## src/rtl/display_mux_if.sv

```systemverilog
// display_mux_if
//  Connects the calculator operand registers to the multiplexed 7-segment driver.
//  master: the operand source (drives snapshot inputs, observes the display pins).
//  slave : display_mux (samples snapshot inputs, drives the display pins).
//  Signals:
//   operand    DIGIT_NUM*4  BCD digits, nibble 0 = least significant
//   sign       1            1 = negative
//   brightness 4            0 = dark ... 15 = max (15/16 duty)
//   blank_lz   1            1 = blank leading zeros
//   load       1            request a new snapshot
//   seg        7            {g,f,e,d,c,b,a}, active-high
//   dig_sel    DIGIT_NUM    one-hot digit enable, active-high
//   sign_ovf   1            negative value with no free digit for the minus glyph
//   frame_tick 1            one-clock pulse when the scan wraps to digit 0
interface display_mux_if #(
  parameter int unsigned DIGIT_NUM = 8
);
  logic [DIGIT_NUM*4-1:0] operand;
  logic                   sign;
  logic [3:0]             brightness;
  logic                   blank_lz;
  logic                   load;
  logic [6:0]             seg;
  logic [DIGIT_NUM-1:0]   dig_sel;
  logic                   sign_ovf;
  logic                   frame_tick;

  modport master (
    output operand, sign, brightness, blank_lz, load,
    input  seg, dig_sel, sign_ovf, frame_tick
  );

  modport slave (
    input  operand, sign, brightness, blank_lz, load,
    output seg, dig_sel, sign_ovf, frame_tick
  );
endinterface

```

## src/rtl/display_mux.sv

```systemverilog
// display_mux
//  Multiplexed 7-segment display driver. Snapshots operand/sign/brightness/blank_lz on
//  load into a pending buffer that is applied only when the scan wraps to digit 0, so a
//  frame never mixes two snapshots. Each digit slot lasts SCAN_DIV clocks, split into 16
//  PWM phases of SCAN_DIV/16 clocks; a digit is enabled while phase < brightness.
//  Leading zeros can be blanked and a minus glyph sits left of the most significant digit.
//  Ports:
//   clock  in  system clock, posedge
//   reset  in  asynchronous, active-low
//   bus    display_mux_if.slave (snapshot inputs in, seg/dig_sel/sign_ovf/frame_tick out)
//  All outputs are registered and reflect the (digit, prescaler) state one clock earlier.
module display_mux #(
  parameter int unsigned DIGIT_NUM = 8,
  parameter int unsigned SCAN_DIV  = 1024
) (
  input  logic          clock,
  input  logic          reset,
  display_mux_if.slave  bus
);

  localparam int unsigned PH = SCAN_DIV / 16;
  localparam int unsigned SW = (PH > 1) ? $clog2(PH) : 1;
  localparam int unsigned IW = (DIGIT_NUM > 1) ? $clog2(DIGIT_NUM) : 1;
  localparam int unsigned OW = DIGIT_NUM * 4;

  // Prescaler kept as {phase, sub}: p = phase*PH + sub, avoiding a divider for p/PH.
  logic [SW-1:0]        sub_q;
  logic [3:0]           phase_q;
  logic [IW-1:0]        idx_q;

  logic [OW-1:0]        pend_op_q;
  logic                 pend_sign_q;
  logic [3:0]           pend_bri_q;
  logic                 pend_blz_q;
  logic                 pend_q;

  logic [OW-1:0]        disp_op_q;
  logic                 disp_sign_q;
  logic [3:0]           disp_bri_q;
  logic                 disp_blz_q;

  logic [6:0]           seg_q, seg_d;
  logic [DIGIT_NUM-1:0] dig_q, dig_d;
  logic                 ovf_q, ovf_d;
  logic                 tick_q;

  logic                 sub_last;
  logic                 wrap;
  logic                 nz;
  logic [IW-1:0]        msd;
  logic [3:0]           cur_nib;
  logic                 minus_here;
  logic                 blank_here;

  function automatic logic [6:0] glyph(input logic [3:0] n);
    case (n)
      4'h0: glyph = 7'h3F;
      4'h1: glyph = 7'h06;
      4'h2: glyph = 7'h5B;
      4'h3: glyph = 7'h4F;
      4'h4: glyph = 7'h66;
      4'h5: glyph = 7'h6D;
      4'h6: glyph = 7'h7D;
      4'h7: glyph = 7'h07;
      4'h8: glyph = 7'h7F;
      4'h9: glyph = 7'h6F;
      4'hA: glyph = 7'h77;
      4'hB: glyph = 7'h7C;
      4'hC: glyph = 7'h39;
      4'hD: glyph = 7'h5E;
      4'hE: glyph = 7'h79;
      default: glyph = 7'h71;
    endcase
  endfunction

  assign sub_last = (sub_q == SW'(PH - 1));
  assign wrap     = sub_last && (phase_q == 4'hF) && (idx_q == IW'(DIGIT_NUM - 1));

  // Highest nonzero nibble (ascending scan, last hit wins) and the current digit's nibble.
  always_comb begin
    msd     = '0;
    cur_nib = '0;
    for (int unsigned i = 0; i < DIGIT_NUM; i++) begin
      if (disp_op_q[i*4 +: 4] != 4'h0) msd = IW'(i);
      if (idx_q == IW'(i))             cur_nib = disp_op_q[i*4 +: 4];
    end
  end

  assign nz = |disp_op_q;

  // Negative zero is suppressed by the nz term; a full-width value has no room for minus.
  assign minus_here = disp_sign_q && nz && (msd != IW'(DIGIT_NUM - 1)) &&
                      (idx_q == msd + IW'(1));
  assign blank_here = disp_blz_q && (idx_q > msd);

  always_comb begin
    if (minus_here)      seg_d = 7'h40;
    else if (blank_here) seg_d = 7'h00;
    else                 seg_d = glyph(cur_nib);
  end

  // Phase 15 can never satisfy phase < brightness, so it is always dark.
  always_comb begin
    dig_d = '0;
    for (int unsigned i = 0; i < DIGIT_NUM; i++) begin
      dig_d[i] = (idx_q == IW'(i)) && (phase_q < disp_bri_q);
    end
  end

  assign ovf_d = disp_sign_q && nz && (msd == IW'(DIGIT_NUM - 1));

  always_ff @(posedge clock or negedge reset) begin
    if (!reset) begin
      sub_q       <= '0;
      phase_q     <= '0;
      idx_q       <= '0;
      pend_op_q   <= '0;
      pend_sign_q <= 1'b0;
      pend_bri_q  <= '0;
      pend_blz_q  <= 1'b0;
      pend_q      <= 1'b0;
      disp_op_q   <= '0;
      disp_sign_q <= 1'b0;
      disp_bri_q  <= '0;
      disp_blz_q  <= 1'b0;
      seg_q       <= '0;
      dig_q       <= '0;
      ovf_q       <= 1'b0;
      tick_q      <= 1'b0;
    end else begin
      if (sub_last) begin
        sub_q   <= '0;
        phase_q <= phase_q + 4'd1;
        if (phase_q == 4'hF) begin
          idx_q <= (idx_q == IW'(DIGIT_NUM - 1)) ? '0 : idx_q + IW'(1);
        end
      end else begin
        sub_q <= sub_q + SW'(1);
      end

      if (wrap && pend_q) begin
        disp_op_q   <= pend_op_q;
        disp_sign_q <= pend_sign_q;
        disp_bri_q  <= pend_bri_q;
        disp_blz_q  <= pend_blz_q;
      end

      // A load on the wrap cycle refills pending after the old contents were applied,
      // so it takes effect one frame later.
      if (bus.load) begin
        pend_op_q   <= bus.operand;
        pend_sign_q <= bus.sign;
        pend_bri_q  <= bus.brightness;
        pend_blz_q  <= bus.blank_lz;
        pend_q      <= 1'b1;
      end else if (wrap) begin
        pend_q <= 1'b0;
      end

      seg_q  <= seg_d;
      dig_q  <= dig_d;
      ovf_q  <= ovf_d;
      tick_q <= wrap;
    end
  end

  assign bus.seg        = seg_q;
  assign bus.dig_sel    = dig_q;
  assign bus.sign_ovf   = ovf_q;
  assign bus.frame_tick = tick_q;

endmodule

```

## src/flat_wrapper.sv

```systemverilog
// flat-port wrapper written by rule: the top's interface ports become plain ports
module display_mux_flat 
#(
  parameter int unsigned DIGIT_NUM = 8,
  parameter int unsigned SCAN_DIV  = 1024
)
  (clock, reset, bus_operand, bus_sign, bus_brightness, bus_blank_lz, bus_load, bus_seg, bus_dig_sel, bus_sign_ovf, bus_frame_tick);
  display_mux_if #(.DIGIT_NUM(DIGIT_NUM)) bus_i ();
  input  logic clock;
  input  logic reset;
  input wire logic [$bits(bus_i.operand)-1:0] bus_operand;
  input wire logic [$bits(bus_i.sign)-1:0] bus_sign;
  input wire logic [$bits(bus_i.brightness)-1:0] bus_brightness;
  input wire logic [$bits(bus_i.blank_lz)-1:0] bus_blank_lz;
  input wire logic [$bits(bus_i.load)-1:0] bus_load;
  output wire logic [$bits(bus_i.seg)-1:0] bus_seg;
  output wire logic [$bits(bus_i.dig_sel)-1:0] bus_dig_sel;
  output wire logic [$bits(bus_i.sign_ovf)-1:0] bus_sign_ovf;
  output wire logic [$bits(bus_i.frame_tick)-1:0] bus_frame_tick;
  assign bus_i.operand = bus_operand;
  assign bus_i.sign = bus_sign;
  assign bus_i.brightness = bus_brightness;
  assign bus_i.blank_lz = bus_blank_lz;
  assign bus_i.load = bus_load;
  assign bus_seg = bus_i.seg;
  assign bus_dig_sel = bus_i.dig_sel;
  assign bus_sign_ovf = bus_i.sign_ovf;
  assign bus_frame_tick = bus_i.frame_tick;
  display_mux #(.DIGIT_NUM(DIGIT_NUM), .SCAN_DIV(SCAN_DIV)) u_core (.clock(clock), .reset(reset), .bus(bus_i));
endmodule
```

## config.mk

```make
export PLATFORM = sky130hd
export DESIGN_NAME = display_mux_flat
export DESIGN_NICKNAME = d
export VERILOG_FILES = /design/src/rtl/display_mux_if.sv /design/src/rtl/display_mux.sv /design/src/flat_wrapper.sv
export SDC_FILE = /design/constraint.sdc
export NUM_CORES = 1
export LEC_CHECK = 0
export CORE_ASPECT_RATIO = 1.2
export CORE_MARGIN = 1
export CORE_UTILIZATION = 56
export DETAILED_ROUTE_END_ITERATION = 8
export PLACE_DENSITY = 0.8
export SYNTH_ARGS = -nofsm -noshare
export SYNTH_HDL_FRONTEND = slang
export SYNTH_SLANG_ARGS = --single-unit
```

## constraint.sdc

```tcl
create_clock -name clock -period 4.33 [get_ports clock]
set_input_delay 0.866 -clock clock [delete_from_list [all_inputs] [get_ports clock]]
set_output_delay 0.866 -clock clock [all_outputs]
set_load 0.03 [all_outputs]
```

* Word level (Yosys, flattened, before mapping)
Memories as Yosys holds them, arrays and structs flattened.
Cells that the tools add are included.
** Word-level totals
- ROM bits :: 112
- Input port bits :: 41
- Memories :: 1
- Register bits after elaboration :: 107
** Operators by class
- Magnitude comparators :: 2
- Reductions and logical operators :: 27
- $add $sub $neg :: 4
- Equality and inequality tests :: 12
- Mux-type cells :: 21
** Memory list
- (name not given) :: depth 16, width 7, read ports 1, clocked after Yosys merged registers in 0, write ports 0, line display_mux.sv:56 : case (n)
** Operators with widths (number)
- $mux 4 :: 8
- $reduce_or 32->1 :: 1
- $reduce_bool 4->1 :: 7
- $logic_and 1x1->1 :: 16
- $eq 3x3->1 const B :: 5
- $mux 3 :: 5
- $mux 7 :: 2
- $add 3x1->3 const B :: 2
- $add 6x1->6 const B :: 1
- $eq 3x2->1 const B :: 2
- $eq 6x6->1 const B :: 1
- $mux 6 :: 1
- $add 4x1->4 const B :: 1
- $eq 4x4->1 const B :: 1
- $lt 4x4->1 :: 1
- $mux 2 :: 2
- $eq 3x1->1 const B :: 1
- $eq 3x3->1 :: 1
- $gt 3x3->1 :: 1
- $logic_not 3->1 :: 1
- $mux 1 :: 3
- $ne 3x3->1 const B :: 1
- $reduce_and 2->1 :: 1
- $reduce_bool 2->1 :: 1

* Longest topological paths before layout
- Word-level depth :: 12
- Depth in mapped cells :: 13

* Worst setup path before layout
Ideal clock, no wire load.
- Path type :: reg-to-reg
- Start point :: register u_core.disp_op_q[8]
- End point :: register u_core.seg_q[3], in the netlist u_core.bus.seg[3]
- Cell stages (with the launch flop) :: 14
- Arrival time :: 2.919 ns
- Setup slack :: 1.290 ns
- Period minus slack after synthesis :: 3.040 ns
- Buffers on the path :: 0
- Setup time :: 0.122 ns
- Cell sequence :: dfrtp_1 > or4_1 > o21ai_0 > nand2_1 > nand2_1 > nand2_1 > nand2_1 > ha_1 > ha_1 > xor2_1 > or4_1 > o21ai_1 > nor2_1 > a32o_1
** On the way
- Longest elaborated chain between the ends :: 11
** RTL lines
- from (decl) :: line display_mux.sv:37 : logic [OW-1:0] disp_op_q;
- from (signal assigned) :: line display_mux.sv:142 : disp_op_q <= pend_op_q;
- $reduce_bool 4->1 :: line display_mux.sv:84 : if (disp_op_q[i*4 +: 4] != 4'h0) msd = IW'(i);
- $mux 2 (2 in a row) :: line display_mux.sv:84
- $mux 3 (4 in a row) :: line display_mux.sv:84
- $add 3x1->3 (tied with other cells) :: line display_mux.sv:93 : (idx_q == msd + IW'(1));
- $eq 3x3->1 (tied with other cells) :: line display_mux.sv:93
- $logic_and 1x1->1 or $mux 7 (tied branches) :: line display_mux.sv:92, display_mux.sv:98
- $mux 7 * :: line display_mux.sv:97 : if (minus_here) seg_d = 7'h40;
- net u_core.seg_d[3] :: line display_mux.sv:42 : logic [6:0] seg_q, seg_d;
- to (signal assigned) :: line display_mux.sv:160 : seg_q <= seg_d;
- to (decl) :: line display_mux.sv:42
The timed path passes the listed nets; every way through them passes the cells marked *.
A chain may end at the register's enable or synchronous reset.

* Worst setup path after layout
- Start point :: register u_core.disp_op_q[12]
- End point :: register u_core.seg_q[3], in the netlist u_core.bus.seg[3]
** On the way
- Longest elaborated chain between the ends :: 10
** RTL lines (line)
- $reduce_bool 4->1 :: display_mux.sv:84
- $mux 2 :: display_mux.sv:84
- $mux 3 (4 in a row) :: display_mux.sv:84
- $add 3x1->3 (tied with other cells) :: display_mux.sv:93
- $eq 3x3->1 (tied with other cells) :: display_mux.sv:93
- $logic_and 1x1->1 or $mux 7 (tied branches) :: display_mux.sv:92, display_mux.sv:98
- $mux 7 * :: display_mux.sv:97
- net u_core.seg_d[3] :: display_mux.sv:42
Marked as above.

==> flow_metrics.py <==
metrics = {
    "clocking": {
        "cts-htree-levels": 3,
        "cts_tree": "built",
        "clock_sink_count": 107,
        "holdBufCountCts": 0,
        "clk_latency_ps": 360,
        "ctsRootBufferMaster": "clkbuf_8",
        "cts_made_buffers": 9,
        "post_cts.repair.setup_buffers": 0,
        "cts_max_path_buffers": 2,
        "ctsResizeCount": 0,
        "path_clk_slew_ps": 90,
    },
    "setup_path": {
        "arrival_ps": 3680,
        "crit_path_top_delay_cell": "or4_1",
        "cp_max_fo": 5,
        "r2r-end": "u_core.bus.seg[3]",
        "crit_type": "reg2reg",
        "reg2reg_from": "u_core.disp_op_q[12]",
        "r2r_cells": 13,
        "crit_path_end": "u_core.bus.seg[3]",
        "worstSetupStartpointType": "flip-flop",
        "slowest_delay_ps": 520,
        "crit_chain": "nor4_1 > o21ai_0 > nand2_1 > nand2_1 > nand2_1 > nand2_1 > ha_1 > ha_1 > xor2_1 > or4_1 > o21ai_1 > nor2_1 > a32o_1",
        "end_kind": "flip-flop",
        "path_common_cell": "nand2_1",
        "crit_start": "u_core.disp_op_q[12]",
        "crit_required_ps": 4580,
        "reg2reg_slack_ps": 910,
    },
    "timing": {
        "slew_headroom": 0.2522,
        "finalSetupViolations": 0,
        "min_period_over_period": 0.7909,
        "clock-skew-final_ps": 5.644,
        "finalHoldViolations": 0,
        "period_needed_ps": 3425,
        "setup-tns-final_ps": 0,
        "finalMaxSlewViolations": 0,
        "tightest_slew_ps": 1118,
        "fmax_mhz": 292.0,
        "rsz0062_at_grt": "false",
    },
    "finish": {
        "insertedDiodeCount": 0,
        "nFillCells": 645,
        "finalInstanceArea_sq_um": 5874,
        "drive_gt1_frac": 0.2208,
        "layout.nets": 524,
        "syn_to_final_growth_pct": 14.32,
        "post_layout_nonfiller_instances": 579,
    },
    "floorplanning": {
        "fp.dieW_microns": 89.45,
        "fp.dieH_microns": 106.9,
        "start_util": 0.5873,
        "dieArea_sq_um": 9565,
        "core-area_sq_um": 8750,
        "row_count": 37,
        "ios": 58,
    },
    "global_routing": {
        "antenna_found_initial": 0,
        "grt_max_degree": 88,
        "grt_pass1_vias": 3339,
        "grt-ovfl-total": 0,
        "grt_util_all_layers": 0.2208,
        "grt_pass1_wl_microns": 15830,
    },
    "placement": {
        "gp_congestion": 0.9343,
        "hpwl_microns": 6794,
        "port_buffers": 57,
        "placedInstanceArea_sq_um": 5738,
        "dp_cells": 567,
    },
    "logic_synthesis": {
        "synth_cells": 409,
        "synth-edff-count": 0,
        "ys.flop_type": "dfrtp_1",
        "yosysSeqAreaShare": 0.5211,
        "async_reset_ff_frac": 1.000,
        "synth-seq-cells": 107,
        "synth-warning-count": 0,
        "syn_area_per_cell_sq_um": 12.56,
        "synth_nets": 472,
        "syn-cell-area_sq_um": 5139,
        "yosysUniqueCellTypes": 61,
    },
    "hold_path": {
        "hold_class": "reg2reg",
        "whs_path_depth": 1,
    },
    "outcome": {
        "status": "finished, final reports clean",
    },
    "detailed_routing": {
        "wl_per_cell_microns": 16.09,
        "drt.antenna.violating_nets": 0,
        "drt_pass1_iterations": 4,
        "routed_wirelength_microns": 9318,
        "vias": 3302,
        "drt_iter0_drc": 167,
        "vias_per_cell": 5.703,
        "drc_errors": 0,
    },
    "pwr": {
        "p_leak_nw": 2.718,
        "power_density_nw_per_um2": 279.2,
        "vdd_drop_max_mv": 0.1797,
    },
    "job": {
        "cap_violations": 0,
    },
}
==> cells in the final DEF (no fill, tap or decap), types with 2 or more instances in the layout <==
cell / instances
or4_1: 2
nand3b_1: 3
dfrtp_1: 107
mux2_4: 20
buf_4: 4
a32o_1: 2
o21ai_1: 4
a21o_1: 4
nor3_1: 3
o211a_1: 2
xor2_1: 5
mux2i_1: 2
nand4_1: 3
o221ai_1: 2
and2_1: 2
a221o_1: 2
mux2_2: 59
ha_1: 22
inv_1: 17
nand2_1: 25
a21oi_1: 15
nand3_1: 5
xnor2_1: 4
o211ai_1: 3
clkbuf_8: 9
nor2_1: 17
and3_1: 3
nor4_1: 8
nor2b_1: 5
clkdlybuf4s50_1: 55
o21a_1: 3
a22o_1: 2
nand2b_1: 4
o21ai_0: 10
clkbuf_1: 2
o31ai_1: 3
==> metrics by stage <==
step / hold WS (ps) / power (W) / worst slack (ps) / utilization
after CTS: 503.9 / 0.001660 / 957.9 / 0.6714
after floorplan: 445.0 / 0.001109 / 1290 / -
after global placement: 461.1 / 0.001171 / 1019 / 0.6558
final: 491.8 / 0.001640 / 905.3 / 0.6714
after global routing: 524.5 / 0.001704 / 659.0 / 0.6714
after detailed placement: 489.7 / 0.001177 / 992.5 / 0.6558
==> cell families after synthesis <==
group	Yosys count	share of synthesized area
AND/OR/NAND/NOR	89	0.09131
flip-flops	107	0.5211
adder cells (fa/ha/maj)	22	0.05357
multiplexers	81	0.1916
AO/OA/AOI/OAI	64	0.08815
XOR/XNOR	9	0.01534
buffers and inverters	37	0.03896
==> cell usage after synthesis (8+ instances only) <==
master / number / share of area
nor2_1: 17 / 0.012
nor4_1: 8 / 0.0097
ha_1: 22 / 0.054
a21oi_1: 15 / 0.015
mux2_4: 20 / 0.058
inv_1: 17 / 0.012
dfrtp_1: 107 / 0.52
o21ai_0: 10 / 0.0097
nand2_1: 25 / 0.018
mux2_2: 59 / 0.13
==> metal layers <==
| metal | part of all wire | track usage |
|---|---|---|
| met4 | 0.031 | 0.1224 |
| met2 | 0.49 | 0.3501 |
| met3 | 0.036 | 0.03002 |
| met5 | 0 | 0 |
| met1 | 0.44 | 0.2903 |
==> worst max-delay path, delay by kind of cell, from the launching register on <==
| family | cells | cell delay [ps] |
|---|---|---|
| AOI/OAI and AO/OA | 3 | 850 |
| xor gates and xnor gates | 1 | 130 |
| DFF | 1 | 410 |
| and+or+nand+nor | 7 | 1430 |
| adders and majority gates | 2 | 500 |
==> registers in the layout (all words and copies together), names as in the netlist <==
signal / cells
u_core.bus.seg: 7
u_core.pend_bri_q: 4
u_core.disp_bri_q: 4
u_core.phase_q: 4
u_core.sub_q: 6
u_core.pend_blz_q: 1
u_core.disp_sign_q: 1
u_core.pend_op_q: 32
u_core.pend_sign_q: 1
u_core.bus.frame_tick: 1
u_core.disp_blz_q: 1
u_core.bus.sign_ovf: 1
u_core.disp_op_q: 32
u_core.bus.dig_sel: 8
u_core.idx_q: 3
u_core.pend_q: 1
==> report_power, final <==
part           internal, W  switching, W  total (W)
Combinational    0.0000632     0.0000373   0.000100
Sequential         0.00103     0.0000187    0.00105
Clock             0.000196      0.000291   0.000487
Total              0.00129      0.000347    0.00164
==> worst min-delay path by stage <==
stage,start,slack [ps],to
after floorplan,u_core.sub_q[5],440,u_core.sub_q[5]
after global placement,u_core.sub_q[5],460,u_core.sub_q[5]
after detailed placement,u_core.sub_q[5],490,u_core.sub_q[5]
after CTS,u_core.sub_q[5],500,u_core.sub_q[5]
after global routing,u_core.sub_q[4],520,u_core.sub_q[4]
final,u_core.sub_q[5],490,u_core.sub_q[5]
==> cell type report <==
| cell class | count | area [sq um] | share of cell area |
|---|---|---|---|
| Sequential cell | 107 | 2678 | 0.4558 |
| Multi-Input combinational cell | 265 | 2261 | 0.3849 |
| Timing Repair Buffer | 60 | 585.6 | 0.09968 |
| Tap cell | 117 | 146.4 | 0.02492 |
| Clock buffer | 11 | 131.4 | 0.02236 |
| Inverter | 18 | 67.56 | 0.01150 |
| Clock inverter | 1 | 5.005 | 0.0008520 |
No activity file was read; power rests on OpenSTA's default activity.
